===== src/rtl/piso_pkg.sv =====
// Shared definitions for the PISO transmitter.
//   - default parallel word width
//   - FSM state encoding (IDLE=0, SHIFT=1)
//   - bit-cell next-value select encoding
//   - constant function giving the bit-counter width for a word width
package piso_pkg;

  localparam int unsigned PISO_WIDTH_DEFAULT = 4;

  typedef enum logic {
    IDLE  = 1'b0,
    SHIFT = 1'b1
  } piso_state_e;

  typedef enum logic [1:0] {
    CELL_HOLD  = 2'd0,
    CELL_LOAD  = 2'd1,
    CELL_SHIFT = 2'd2
  } cell_sel_e;

  // ceil(log2(width)), never less than 1 so the counter always exists.
  function automatic int unsigned piso_cnt_width(input int unsigned width);
    int unsigned w;
    w = 1;
    while ((32'd1 << w) < width) begin
      w = w + 1;
    end
    return w;
  endfunction

endpackage


===== src/rtl/piso_bit_cell.sv =====
// One bit of the PISO shift register.
// Ports:
//   clk       rising-edge clock
//   rst       synchronous active-high reset, clears the cell
//   sel       next-value select: hold, parallel load, or shift-in
//   load_bit  value taken on a parallel load
//   shift_bit value taken from the neighbouring cell on a shift
//   q         stored bit
module piso_bit_cell
  import piso_pkg::*;
(
  input  logic      clk,
  input  logic      rst,
  input  cell_sel_e sel,
  input  logic      load_bit,
  input  logic      shift_bit,
  output logic      q
);

  logic q_d;
  logic q_q;

  always_comb begin
    q_d = q_q;
    unique case (sel)
      CELL_LOAD:  q_d = load_bit;
      CELL_SHIFT: q_d = shift_bit;
      default:    q_d = q_q;
    endcase
  end

  always_ff @(posedge clk) begin
    if (rst) begin
      q_q <= 1'b0;
    end else begin
      q_q <= q_d;
    end
  end

  assign q = q_q;

endmodule


===== src/rtl/piso_4bit_tx.sv =====
// Parallel-in serial-out transmitter.
// A word on D is captured when load is accepted (load=1 while ready=1) and
// sent one bit per cycle starting the cycle after the accepting edge, LSB or
// MSB first. A new load may be accepted during the final bit so frames can
// run back to back.
// Ports:
//   clk        rising-edge clock
//   rst        synchronous active-high reset, aborts any frame
//   D          parallel word, sampled only on an accepted load
//   load       request to start a frame
//   ready      combinational: load will be accepted this cycle
//   sout       serial data bit (0 when idle)
//   sout_valid sout carries a frame bit
//   last       sout is the final bit of the frame
module piso_4bit_tx
  import piso_pkg::*;
#(
  parameter int unsigned WIDTH     = PISO_WIDTH_DEFAULT,
  parameter bit          LSB_FIRST = 1'b1
) (
  input  logic             clk,
  input  logic             rst,
  input  logic [WIDTH-1:0] D,
  input  logic             load,
  output logic             ready,
  output logic             sout,
  output logic             sout_valid,
  output logic             last
);

  localparam int unsigned      CW       = piso_cnt_width(WIDTH);
  localparam logic [CW-1:0]    CNT_LAST = CW'(WIDTH - 1);

  piso_state_e      state_d, state_q;
  logic [CW-1:0]    cnt_d, cnt_q;
  logic             last_d, last_q;
  logic [WIDTH-1:0] sreg_q;
  logic [WIDTH-1:0] shift_in;
  cell_sel_e        cell_sel;
  logic             accept;

  assign ready = (state_q == IDLE) || last_q;

  always_comb begin
    accept   = load && ready;
    state_d  = state_q;
    cnt_d    = cnt_q;
    cell_sel = CELL_HOLD;
    if (accept) begin
      state_d  = SHIFT;
      cnt_d    = '0;
      cell_sel = CELL_LOAD;
    end else if (state_q == SHIFT) begin
      cell_sel = CELL_SHIFT;
      if (cnt_q == CNT_LAST) begin
        state_d = IDLE;
        cnt_d   = '0;
      end else begin
        cnt_d = cnt_q + CW'(1);
      end
    end
    last_d = (state_d == SHIFT) && (cnt_d == CNT_LAST);
  end

  always_ff @(posedge clk) begin
    if (rst) begin
      state_q <= IDLE;
      cnt_q   <= '0;
      last_q  <= 1'b0;
    end else begin
      state_q <= state_d;
      cnt_q   <= cnt_d;
      last_q  <= last_d;
    end
  end

  // Zeros shift in behind the data, so after the final bit the register is
  // empty and sout reads 0 in IDLE without extra gating.
  generate
    if (LSB_FIRST) begin : g_lsb
      assign shift_in = {1'b0, sreg_q[WIDTH-1:1]};
      assign sout     = sreg_q[0];
    end else begin : g_msb
      assign shift_in = {sreg_q[WIDTH-2:0], 1'b0};
      assign sout     = sreg_q[WIDTH-1];
    end
  endgenerate

  for (genvar i = 0; i < WIDTH; i++) begin : g_cell
    piso_bit_cell u_cell (
      .clk      (clk),
      .rst      (rst),
      .sel      (cell_sel),
      .load_bit (D[i]),
      .shift_bit(shift_in[i]),
      .q        (sreg_q[i])
    );
  end

  assign sout_valid = (state_q == SHIFT);
  assign last       = last_q;

endmodule


===== config.mk =====
export PLATFORM = sky130hd
export DESIGN_NAME = piso_4bit_tx
export DESIGN_NICKNAME = d
export VERILOG_FILES = /design/src/rtl/piso_pkg.sv /design/src/rtl/piso_bit_cell.sv /design/src/rtl/piso_4bit_tx.sv
export SDC_FILE = /design/constraint.sdc
export NUM_CORES = 1
export LEC_CHECK = 0
export ABC_AREA = 1
export CAP_MARGIN = 0
export CORE_AREA = 2 2 39 41
export CTS_BUF_LIST = sky130_fd_sc_hd__clkbuf_16
export DETAILED_ROUTE_END_ITERATION = 6
export DIE_AREA = 0 0 41 43
export GPL_TIMING_DRIVEN = 0
export PLACE_DENSITY = 0.68
export SLEW_MARGIN = 20
export SYNTH_ARGS = -nofsm -noshare
export SYNTH_HDL_FRONTEND = slang
export SYNTH_HIERARCHICAL = 1
export SYNTH_SLANG_ARGS = --single-unit

===== constraint.sdc =====
create_clock -name clk -period 2 [get_ports clk]
set_clock_uncertainty 0.05 [all_clocks]
set_input_delay 0.4 -clock clk [delete_from_list [all_inputs] [get_ports clk]]
set_output_delay 0.4 -clock clk [all_outputs]
set_load 0.01 [all_outputs]

==> results.json <==
{
  "layout_common_cells": "inv_1 (18), nor2_1 (17), nand2_1 (14), clkdlybuf4s50_1 (10), dfxtp_1 (8)",
  "hold_violations": 0,
  "ys_seq_area_frac": 0.340,
  "gp_congestion": 0.775,
  "syn_area_per_cell_um2": 6.55,
  "power_density_nw_per_um2": 935,
  "critical_path_arrival_ns": 1.81,
  "cts_sinks": 8,
  "wire_per_inst_um": 8.36,
  "rsz0062_at_grt": "false",
  "cap_viol_max_count": 0,
  "area_delta_synth_final_pct": 41.4,
  "cts_resized": 0,
  "grt_max_degree": 8,
  "grt-ovfl-total": 0,
  "cts_max_level": 1,
  "crit_path_max_incr_delay_ns": 0.42,
  "setup-tns-final_ns": 0,
  "worstSkewPairLatency_ns": 0.23,
  "synthesis.nets": 84,
  "start_util": 0.341,
  "fillers": 149,
  "die_h_um": 43,
  "ant_nets": 0,
  "ys_ff_latch": 8,
  "final_util": 0.482,
  "portBuffers": 10,
  "cts_hold_buf": 0,
  "drc": 0,
  "crit_fanout": 6,
  "cts_tree": "done",
  "fin_nets": 99,
  "crit_top_cell": "nor2_1",
  "track_usage": 0.132,
  "via_count": 423,
  "cp-start-kind": "input pin",
  "synth.distinct_cells": 12,
  "drt-initial-drc-count": 2,
  "num_io_pins": 11,
  "die_area_um2": 1760,
  "setup.worst_path.end_class": "flip-flop",
  "diodes": 0,
  "p_leak_nw": 0.356,
  "required_ns": 2.07,
  "ir_drop_uv": 599,
  "dp_hpwl_um": 652,
  "status": "completed",
  "post-route-period-util": 0.870,
  "netlist_area_um2": 472,
  "grt_antenna_before_repair": 0,
  "layout_commonest_cell": "inv_1",
  "ys_top_cells_by_area": "dfxtp_1 (34%), inv_1 (14%), nor2_1 (14%)",
  "core-area_um2": 1380,
  "cp_cell_sequence": "clkdlybuf4s50_1 > nand2_2 > inv_1 > nor2_1 > ha_1 > inv_1 > nand2_1 > nor2_1 > nor2_1",
  "grt_pass1_vias": 390,
  "fin_crit_ns": 1.74,
  "fp.dieW_um": 41,
  "dpl_cell_area_um2": 592,
  "yosysTopAreaCellShare": 0.340,
  "design_area_um2": 667,
  "regArea_um2": 160,
  "crit_type": "in -> reg",
  "slowest_stage": "clkdlybuf4s50_1",
  "drv_slew": 0,
  "routed_wl_um": 844,
  "finalSetupViolCount": 0,
  "drive_gt1_frac": 0.0588,
  "clockBufferDepth": 2,
  "syn_inst": 72,
  "yosys.area.top_type": "dfxtp_1",
  "fmax_mhz": 575,
  "min_path_type": "reg -> reg",
  "pre_cts_ws_ns": 0.00139,
  "rows": 14,
  "yosysWarningCount": 6,
  "clk_pin_slew_worst_paths_ns": 0.04,
  "post_cts_buffers": 0,
  "cts_root_buf": "clkbuf_16",
  "cts_buffers": 3,
  "timing.final.ws_setup_ns": 0.260,
  "multi_input_area_um2": 244,
  "avgViaCountPerCell": 4.19,
  "grt_pass1_wl_um": 1460,
  "first_pass_iters": 3
}
area by class of cell:
| type | instances | area share |
|---|---|---|
| repair buffers | 10 | 0.150 |
| flip-flops and latches | 8 | 0.240 |
| clock buffers | 3 | 0.113 |
| inverters | 18 | 0.101 |
| well taps | 16 | 0.0300 |
| multi-input cells | 46 | 0.366 |
layer usage:
metal,routed length (um),up-vias,global-route usage,part of all wire
li1,-,236,-,-
met1,363,173,0.143,0.43
met2,394,9,0.188,0.47
met3,46,5,0.0471,0.055
met4,40,0,0.120,0.047
met5,0,-,0,0
critical path, delay by kind of cell:
| family | cells | cell delay (ns) |
|---|---|---|
| buf+inv | 3 | 0.60 |
| simple gates | 5 | 0.54 |
| fa+ha+maj | 1 | 0.28 |
state kept, by name, indices dropped and copies added, names as in the netlist:
| signal | count |
|---|---|
| g_cell.u_cell/q | 4 |
| cnt_q | 2 |
| sout_valid | 1 |
| last | 1 |
path summary, 6_finish.rpt:
| check | startpoint | to | slack (ns) | cells after the start |
|---|---|---|---|---|
| worst max-delay path | load | g_cell[2].u_cell/q | 0.26 | 9 |
| worst min-delay path | g_cell[0].u_cell/q | g_cell[0].u_cell/q | 0.47 | 2 |
| worst max register to register | sout_valid | g_cell[2].u_cell/q | 0.33 | 9 |
| worst min register to register | g_cell[0].u_cell/q | g_cell[0].u_cell/q | 0.47 | 2 |
metrics by stage:
stage / cells / power, mW / hold slack (ns)
3_5_place_dp: 98 / 0.292 / 0.464
4_1_cts: 101 / 0.635 / 0.473
2_1_floorplan: 72 / 0.253 / 0.419
5_1_grt: 101 / 0.657 / 0.509
3_3_place_gp: 98 / 0.289 / 0.450
6_report: 101 / 0.624 / 0.468
logic make-up (layout without fill, tap and decap cells):
group | Yosys count | count (layout) | synth area share
other | 1 | 1 | 0.00795
buffers and inverters | 18 | 31 | 0.143
AO/OA/AOI/OAI | 6 | 6 | 0.0849
AND/OR/NAND/NOR | 34 | 34 | 0.292
flip-flops | 8 | 8 | 0.340
adder cells (fa/ha/maj) | 5 | 5 | 0.133
Yosys cell counts, drive strengths merged:
| library cell | number |
|---|---|
| inv | 18 |
| nor2 | 17 |
| nand2 | 15 |
| dfxtp | 8 |
| ha | 5 |
| o21bai | 4 |
| a21oi | 1 |
| conb | 1 |
| nand3 | 1 |
| nor3 | 1 |
| o21ai | 1 |
power breakdown:
group | switching, mW | internal, mW | leakage (nW)
clock network | 0.0777 | 0.258 | 0.0370
registers | 0.00983 | 0.176 | 0.0660
logic | 0.0519 | 0.0501 | 0.253
total | 0.139 | 0.484 | 0.356
Power figures use the tool's default switching activity.
